## src/rtl/rtc_mux_bus_burst.sv

```systemverilog
// Burst transaction engine for the RTC multiplexed A/D bus with active-low CS/RD/WR/AD strobes.
// Optional IRQ-triggered auto-read is enabled by defining RTC_IRQ_AUTOREAD_EN.
module rtc_mux_bus_burst #(
  parameter int DW        = 8,
  parameter int T_PHASE   = 10,
  parameter int MAX_BURST = 8,
  parameter int LW        = $clog2(MAX_BURST + 1)
`ifdef RTC_IRQ_AUTOREAD_EN
  ,
  parameter logic [DW-1:0] IRQ_BASE = 'h21,
  parameter int            IRQ_LEN  = 3
`endif
) (
  input  logic          CLK,
  input  logic          RST,
  input  logic          start,
  input  logic          rw,
  input  logic [DW-1:0] base_addr,
  input  logic [LW-1:0] len,
  input  logic [DW-1:0] wdata,
  output logic          wdata_rd,
  output logic [DW-1:0] rdata,
  output logic          rdata_vld,
  output logic          busy,
  output logic          done,
  output logic [DW-1:0] bus_out,
  output logic          bus_oe,
  input  logic [DW-1:0] bus_in,
  output logic          CS,
  output logic          RD,
  output logic          WR,
  output logic          AD
`ifdef RTC_IRQ_AUTOREAD_EN
  ,
  input  logic          irq
`endif
);

  localparam int PW = (T_PHASE > 1) ? $clog2(T_PHASE) : 1;
  localparam logic [PW-1:0] P_LAST = PW'(T_PHASE - 1);
  localparam logic [PW-1:0] P_ONE  = PW'(1);
  localparam logic [LW-1:0] L_MAX  = LW'(MAX_BURST);
  localparam logic [LW-1:0] L_ONE  = LW'(1);
  localparam logic [DW-1:0] A_ONE  = DW'(1);

  typedef enum logic [2:0] {IDLE, A_LO, A_HI, D_LO, D_HI, FIN} state_t;

  state_t        state, state_n;
  logic [PW-1:0] pcnt;
  logic [DW-1:0] addr, addr_n;
  logic [LW-1:0] cnt, cnt_n;
  logic          rw_q, rw_n;
  logic          phase_end;
  logic          step;
  logic          go;
  logic          go_rw;
  logic [DW-1:0] go_addr;
  logic [LW-1:0] go_len;
  logic          capture_w;
  logic          sample_r;

  function automatic logic [LW-1:0] clamp_len(input logic [LW-1:0] l);
    return (l > L_MAX) ? L_MAX : l;
  endfunction

  // Strobe/drive pattern for a state: {CS, RD, WR, AD, bus_oe}.
  function automatic logic [4:0] strobes(input state_t s, input logic r);
    case (s)
      A_LO:    return 5'b01001;
      A_HI:    return 5'b01101;
      D_LO:    return r ? 5'b00110 : 5'b01011;
      default: return 5'b11110;
    endcase
  endfunction

`ifdef RTC_IRQ_AUTOREAD_EN
  localparam logic [LW-1:0] IRQ_L = (IRQ_LEN > MAX_BURST) ? L_MAX : LW'(IRQ_LEN);

  logic irq_p0;
  logic pend;
  logic pend_take;

  assign pend_take = (state == IDLE) && !start && pend;

  // A new edge arriving in the launch cycle re-arms the flag rather than being lost.
  always_ff @(posedge CLK) begin
    if (RST) begin
      irq_p0 <= 1'b0;
      pend   <= 1'b0;
    end else begin
      irq_p0 <= irq;
      if (irq && !irq_p0)
        pend <= 1'b1;
      else if (pend_take)
        pend <= 1'b0;
    end
  end
`endif

  always_comb begin
    go      = 1'b0;
    go_rw   = rw;
    go_addr = base_addr;
    go_len  = clamp_len(len);
    if (state == IDLE) begin
      if (start) begin
        go = 1'b1;
`ifdef RTC_IRQ_AUTOREAD_EN
      end else if (pend) begin
        go      = 1'b1;
        go_rw   = 1'b1;
        go_addr = IRQ_BASE;
        go_len  = IRQ_L;
`endif
      end
    end
  end

  assign phase_end = (pcnt == P_LAST);
  assign step      = (state == D_HI) && phase_end && (cnt > L_ONE);

  always_comb begin
    state_n = state;
    case (state)
      IDLE: if (go) state_n = (go_len == '0) ? FIN : A_LO;
      A_LO: if (phase_end) state_n = A_HI;
      A_HI: if (phase_end) state_n = D_LO;
      D_LO: if (phase_end) state_n = D_HI;
      D_HI: if (phase_end) state_n = step ? A_LO : FIN;
      FIN:  state_n = IDLE;
      default: state_n = IDLE;
    endcase
  end

  always_comb begin
    rw_n   = rw_q;
    addr_n = addr;
    cnt_n  = cnt;
    if (state == IDLE && go) begin
      rw_n   = go_rw;
      addr_n = go_addr;
      cnt_n  = go_len;
    end else if (step) begin
      addr_n = addr + A_ONE;
      cnt_n  = cnt - L_ONE;
    end
  end

  assign capture_w = (state == A_HI) && (state_n == D_LO) && !rw_q;
  assign sample_r  = (state == D_LO) && (state_n == D_HI) && rw_q;

  assign busy = (state == A_LO) || (state == A_HI) || (state == D_LO) || (state == D_HI);
  assign done = (state == FIN);

  // Strobes and drive enable are registered from the next state so the pad sees glitch-free edges.
  always_ff @(posedge CLK) begin
    if (RST) begin
      state     <= IDLE;
      pcnt      <= '0;
      rw_q      <= 1'b0;
      addr      <= '0;
      cnt       <= '0;
      CS        <= 1'b1;
      RD        <= 1'b1;
      WR        <= 1'b1;
      AD        <= 1'b1;
      bus_oe    <= 1'b0;
      bus_out   <= '0;
      rdata     <= '0;
      rdata_vld <= 1'b0;
      wdata_rd  <= 1'b0;
    end else begin
      state <= state_n;
      pcnt  <= ((state_n != state) || (state == IDLE)) ? '0 : pcnt + P_ONE;
      rw_q  <= rw_n;
      addr  <= addr_n;
      cnt   <= cnt_n;
      {CS, RD, WR, AD, bus_oe} <= strobes(state_n, rw_n);
      if (state_n == A_LO && state != A_LO)
        bus_out <= addr_n;
      else if (capture_w)
        bus_out <= wdata;
      wdata_rd  <= capture_w;
      rdata_vld <= sample_r;
      if (sample_r)
        rdata <= bus_in;
    end
  end

endmodule

```

## config.mk

```make
export PLATFORM = sky130hd
export DESIGN_NAME = rtc_mux_bus_burst
export DESIGN_NICKNAME = d
export VERILOG_FILES = /design/src/rtl/rtc_mux_bus_burst.sv
export SDC_FILE = /design/constraint.sdc
export NUM_CORES = 1
export LEC_CHECK = 0
export ABC_AREA = 1
export CORE_ASPECT_RATIO = 1.25
export CORE_MARGIN = 4
export CORE_UTILIZATION = 50
export DETAILED_ROUTE_END_ITERATION = 10
export MAX_ROUTING_LAYER = met4
export PLACE_DENSITY = 0.81
export SYNTH_ARGS = -nofsm -noshare
export SYNTH_HDL_FRONTEND = slang
export SYNTH_SLANG_ARGS = --single-unit
```

## constraint.sdc

```tcl
create_clock -name CLK -period 3.1 [get_ports CLK]
set_input_delay 0.775 -clock CLK [delete_from_list [all_inputs] [get_ports CLK]]
set_output_delay 0.775 -clock CLK [all_outputs]
set_load 0.03 [all_outputs]
```

==> results.md <==
- Number of cell rows: 26
- Placed insts: 428
- Yosys top cell by area: dfxtp_1
- Highest clock rate: 376 MHz
- Worst slack, placed: 0.645 ns
- Clk root buf: clkbuf_8
- Post-synthesis sequential area ratio: 38.4%
- # diodes: 0
- CTS tree: done
- R2R Path End: bus_out[1]
- Leak pwr: 1.31 nW
- Post-DP HPWL: 4140 um
- CP Max Fanout: 7
- Total negative slack: 0 ns
- CP Launch Type: register
- Setup crit end kind: output pin
- Syn Area/Cell: 6.98 sq um
- Final instance area: 2940 sq um
- Synth Register Bits: 43
- Worst hold path startpoint: pcnt[0]
- Final WL: 5440 um
- Outcome: complete, no violations
- Die ar.: 5620 sq um
- Syn Inst Count: 321
- Chip height: 82.9 um
- RSZ-0062 raised after global routing: no
- Crit path required time: 2.32 ns
- Max clock buf depth: 2
- Port Buf Inserts: 56
- Worst Clk Skew: 0.00837 ns
- Cells on worst reg2reg path: 10
- Core Footprint: 4200 sq um
- Warnings from Yosys: 0
- Min Clock Period, post-route: 2.66 ns
- Grt ovf: 0
- # resized after CTS: 0
- Slew HR: 61.1%
- Post-CTS Setup Repair Bufs: 0
- Fin worst setup slack: 0.439 ns
- Cts bufs inserted: 5
- Share of cells above drive strength 1: 8.16%
- Syn_nets: 358
- Hold Crit Depth: 1
- Largest cells by area after synthesis: dfxtp_1 (38%), nand2_1 (13%), nor2_1 (8.4%)
- Initial cell density of the core: 53.4%
- Hold Crit Class: register to register
- Slew Viols, Final: 0
- Drt wl/cell: 12.5 um
- Worst r2r src: cnt[0]
- Post-CTS Hold Buffers: 0
- Fin crit share: 85.9%
- Reg-to-reg slack, setup: 1.04 ns
- Die width: 67.9 um
- Clock Pin Slew Worst Setup and Hold Paths: 0.08 ns
- Global placer's final weighted congestion: 0.833
- Yosys top cell area share: 38.4%
- Finished Layout Cells: 436
- Synthesized cell area: 2240 sq um
- IO Pins: 57
- Vias in the first global route: 2147
- Via density: 5.03
- Max-cap violations: 0
- Nets: 416
- Area post-placement: 2850 sq um
- Via Count: 2194
- DRC: 0
- Initial DRC Count: 165
- Syn-to-layout area delta: 31.3%
- Antenna violation net count after detailed routing: 0
- First-pass GRT wire length: 9150 um
- Setup violators final: 0
- PwrDens: 419 nW/um^2
- Largest net degree at the start of global routing: 21
- CP Class: register to output pin
- Post-synth cell types: 31
- First-pass iteration count of the detailed router: 4
- Tot GR Track Use: 21.2%
- Crit path arrival time: 1.89 ns
- Initial antenna violation count: 0
- H-Tree Depth: 2
- Slew @ Worst Pin: 0.583 ns
- Hold Violations, Final: 0
- Worst hold endpoint: pcnt[0]
- Clk sinks: 43
- Skew-Pair Late Insertion Delay: 0.30 ns
- Peak supply drop: 0.340 mV
[area by class of cell]
type                            count  area [sq um]
Clock buffer                        5          68.8
Clock inverter                      3          23.8
Fill cell                         345          1250
Inverter                           40           150
Multi-Input combinational cell    231          1190
Sequential cell                    43           861
Tap cell                           56          70.1
Timing Repair Buffer               58           576
[metal layers]
layer	up-vias	wire, um	GRT usage [%]
met4	0	70	5.79
met1	980	2390	25.1
met2	63	2680	35.0
met5	-	0	-
met3	11	295	5.41
li1	1140	-	-
[power breakdown]
group          switching (W)  internal (W)
clock               0.000207      0.000161
combinational       0.000147      0.000114
sequential         0.0000222      0.000581
total               0.000377      0.000856
[how the worst max path moves through the flow]
stage | slack, ns | end | startpoint | cells after the start
global route | 0.34 | busy | state[0] | 5
CTS | 0.44 | busy | state[0] | 5
finish | 0.44 | busy | state[0] | 5
global placement | 0.67 | bus_out[1] | start | 8
detailed placement | 0.64 | bus_out[1] | start | 8
floorplan | 1.33 | bus_out[1] | cnt[0] | 10
[sequential cells by signal (all words and copies together) (netlist names)]
register,cells
bus_oe,1
AD,1
bus_out,8
pcnt,4
WR,1
CS,1
rw_q,1
rdata,8
rdata_vld,1
wdata_rd,1
state,3
addr,8
cnt,4
RD,1
[kinds of logic after synthesis]
family          synth area share (%)
simple gates                    38.2
compound gates                  9.88
buf+inv                         8.32
xor+xnor                        2.35
fa+ha+maj                       2.79
flops                           38.4
[per-stage QoR]
stage,power (W),utilization [%],hold slack [ns]
after floorplan,0.000773,-,0.433
after global placement,0.000874,67.9,0.447
after detailed placement,0.000875,67.9,0.459
after CTS,0.00124,70.1,0.478
after global routing,0.00130,70.1,0.500
final,0.00123,70.1,0.472
[placed cells by master, fill, tap and decap left out, types with 3 or more instances in the layout]
cell type        synthesis  routed
xnor2_1                  4       4
ha_1                     5       5
clkdlybuf4s50_1          0      56
inv_1                   38      38
nor2_2                   3       3
clkbuf_8                 0       5
dfxtp_1                 43      43
nand3b_1                 3       3
nand3_2                  3       3
nand2_4                  3       3
nand3_1                 30      30
a21oi_1                  6       6
a31oi_1                  5       5
o21ai_0                 19      19
nand2_1                 75      75
nor2_1                  50      50
nand4_1                  3       3
o21ai_1                  8       8
[cell usage after synthesis, drive strengths merged]
library cell	count
dfxtp	43
nand4	4
a31oi	5
clkbuf	4
buf	3
xor2	2
nor3	1
o21ai	28
nor2	56
ha	5
nand2	79
nand3	35
xnor2	4
nand3b	3
or2	2
a21oi	7
inv	40
[critical path: stages, from the launching register on]
cell and delay (ns):
dfxtp_1 0.49, nand2_1 0.12, nor2_1 0.14, inv_1 0.09, nand3_1 0.08, clkdlybuf4s50_1 0.67
No activity file was read; power rests on OpenSTA's default activity.
==> edit, RTL diff (config.mk and constraints unchanged) <==
Remove the register `rdata_vld`: a continuous assignment takes its place, so the output `rdata_vld` follows one clock earlier.
--- a/src/rtl/rtc_mux_bus_burst.sv
+++ b/src/rtl/rtc_mux_bus_burst.sv
@@ -167,7 +167,6 @@
       bus_oe    <= 1'b0;
       bus_out   <= '0;
       rdata     <= '0;
-      rdata_vld <= 1'b0;
       wdata_rd  <= 1'b0;
     end else begin
       state <= state_n;
@@ -181,11 +180,12 @@
       else if (capture_w)
         bus_out <= wdata;
       wdata_rd  <= capture_w;
-      rdata_vld <= sample_r;
       if (sample_r)
         rdata <= bus_in;
     end
   end
 
+  assign rdata_vld = sample_r;
+
 endmodule
 
Formal check against the unedited RTL: no difference found for any inputs over 10 cycles, from zero or initial values and one cycle with RST high; that may be too few to reach the edited logic, so the function may still have changed.
==> edit against the unedited design <==
- total power is essentially flat
- area after synthesis shrank 0.28%
- synthesized cell count grew 6.2%
- highest routed layer unchanged
- cell area shrank 0.25%
- sequential cell count shrank 1
- maximum frequency shrank 7.2%
- sequential share of layout area shrank 0.61 points
- core utilization shrank 0.18 points
- largest power group unchanged
- die area shrank 0.25%
- wire length grew 3.9%
- setup slack lost 0.21 ns
==> edit: results (changes against the unedited design) <==
synth cell count leaders=nand2_1 (102), nor2_1 (52), dfxtp_1 (42), inv_1 (34), nand3_1 (26); post-synthesis adder-cell area fraction=2.80% (+0.0078 points); prevailing post-synth register cell=dfxtp_1; H-tree depth=2 (unchanged); Initial DRT Pass Iterations=4 (unchanged); leakage=1.35 nW (+3.1%); Setup Buffers After CTS=0 (unchanged); Critical Path Fanout Max=4 (-3); multiplexer share of the synthesized area=0% (unchanged); Power Dens Cells=420 nW/µm² (+0.19%); WL/cell=12.4 µm (-0.67%); fin cells=456 (+4.6%); fraction of power consumed by sequential logic=48.2% (-0.7 points); GRT Total Usage=23.1% (+1.9 points); worst clock skew=0.0111 ns (+0.00276 ns); Area contributors post-synth=dfxtp_1 (38%), nand2_1 (17%), nor2_1 (8.7%), nand3_1 (5.8%), inv_1 (5.7%); Hold Path Class=reg -> reg; clock slew at reported path FFs=0.08 ns (about the same); RePlAce Congestion=0.959 (+15%); Netlist cell types=26 (-16%); initial antenna violation count=0 (unchanged); Mapped Cells=341 (+6.2%); largest registers=addr: 8 flops, bus_out: 8 flops, rdata: 8 flops; clock share of power=29.6% (-0.3 points); Post-layout nets=436 (+4.8%); Port Buffers=56 (unchanged); Clock Tree Buf Depth=2 (unchanged); drt initial violations=187 (+13%); internal power=0.867 mW (+1.3%); Relative slew margins=64.6% (+3.6 points); vias per cell=5.02 (-0.20%); pin count of the biggest net entering global routing=20 (-4.8%); Compound-Gate Fraction of Synth Area=6.94% (-2.9 points); Inserted Diodes=0 (unchanged); vias in the first global route=2222 (+3.5%); post-synthesis async set-or-reset flop share=0% (unchanged); Synth Warn #=0 (unchanged); Root Buffer=clkbuf_8; Hold Crit Depth=2 (+1); maximum VDD drop=0.000276 V (-19%); Placed Instances=448 (+4.7%); reg2reg path depth=14 (+4); first-pass GRT wire length=9560 µm (+4.4%); HPWL after detailed placement=4350 µm (+5.1%); data arrival time of the worst path=2.09 ns (+0.20 ns); Post-Synth XOR/XNOR Area=1.96% (-0.39 points); Syn Nets=378 (+5.6%); # resized after CTS=0 (unchanged); worst skew pair latency=0.30 ns (about the same); Num CTS Buffers=5 (unchanged); status=finished clean; sequential fraction of the synthesis area=37.6% (-0.79 points); ratio of cells with drive above 1 in the final layout=7.25% (-0.91 points)
-- edit: cell types whose count changed after synthesis, sizes merged, moves of 5 or more --
cell / delta
o21ai: -17
nand2: +26
a21oi: +5
nand3: -6
-- edit: path summary, 6_finish.rpt --
kind / startpoint / endpoint / slack, ns
worst min-delay path: cnt[1] / cnt[1] / 0.48
worst max register to register: cnt[0] / bus_out[2] / 0.81
worst min register to register: cnt[1] / cnt[1] / 0.48
worst max-delay path: pcnt[0] / rdata_vld / 0.23
-- edit: metrics by stage --
stage	area [µm²]	util, %	setup slack, ns	hold WS, ns
final	2940	69.9	0.232	0.476
after CTS	2940	69.9	0.238	0.479
after floorplan	2230	-	1.08	0.434
after global routing	2940	69.9	0.0942	0.510
after detailed placement	2840	67.8	0.433	0.466
after global placement	2840	67.8	0.539	0.455
-- edit: final cells by class --
type / count / area [µm²]
well taps: 56 / 70.1
fillers: 368 / 1260
clock buffers: 7 / 86.3
multi-input cells: 253 / 1210
clock inverters: 1 / 5.00
repair buffers: 58 / 576
flip-flops and latches: 42 / 841
inverters: 39 / 146
-- edit: worst max-delay path: stages (launching register included) --
cell and delay, ns:
dfxtp_1 0.39, ha_1 0.21, nand3_1 0.16, nor2_1 0.17, inv_1 0.07, nor2_2 0.12, clkdlybuf4s50_1 0.69
-- edit: metal layers --
layer	vias to the layer above	part of all wire (%)	GRT usage (%)
met5	-	0	-
li1	1193	-	-
met4	0	1.4	6.76
met3	7	5.4	5.55
met1	1025	44	27.9
met2	65	49	38.1
-- edit: cell families (layout without fill, tap and decap cells) --
| logic type | count (synthesis) | count (layout) |
|---|---|---|
| and+or+nand+nor | 214 | 214 |
| buffers and inverters | 46 | 105 |
| DFF | 42 | 42 |
| AOI/OAI and AO/OA | 29 | 29 |
| adders and majority gates | 5 | 5 |
| xor gates and xnor gates | 5 | 5 |
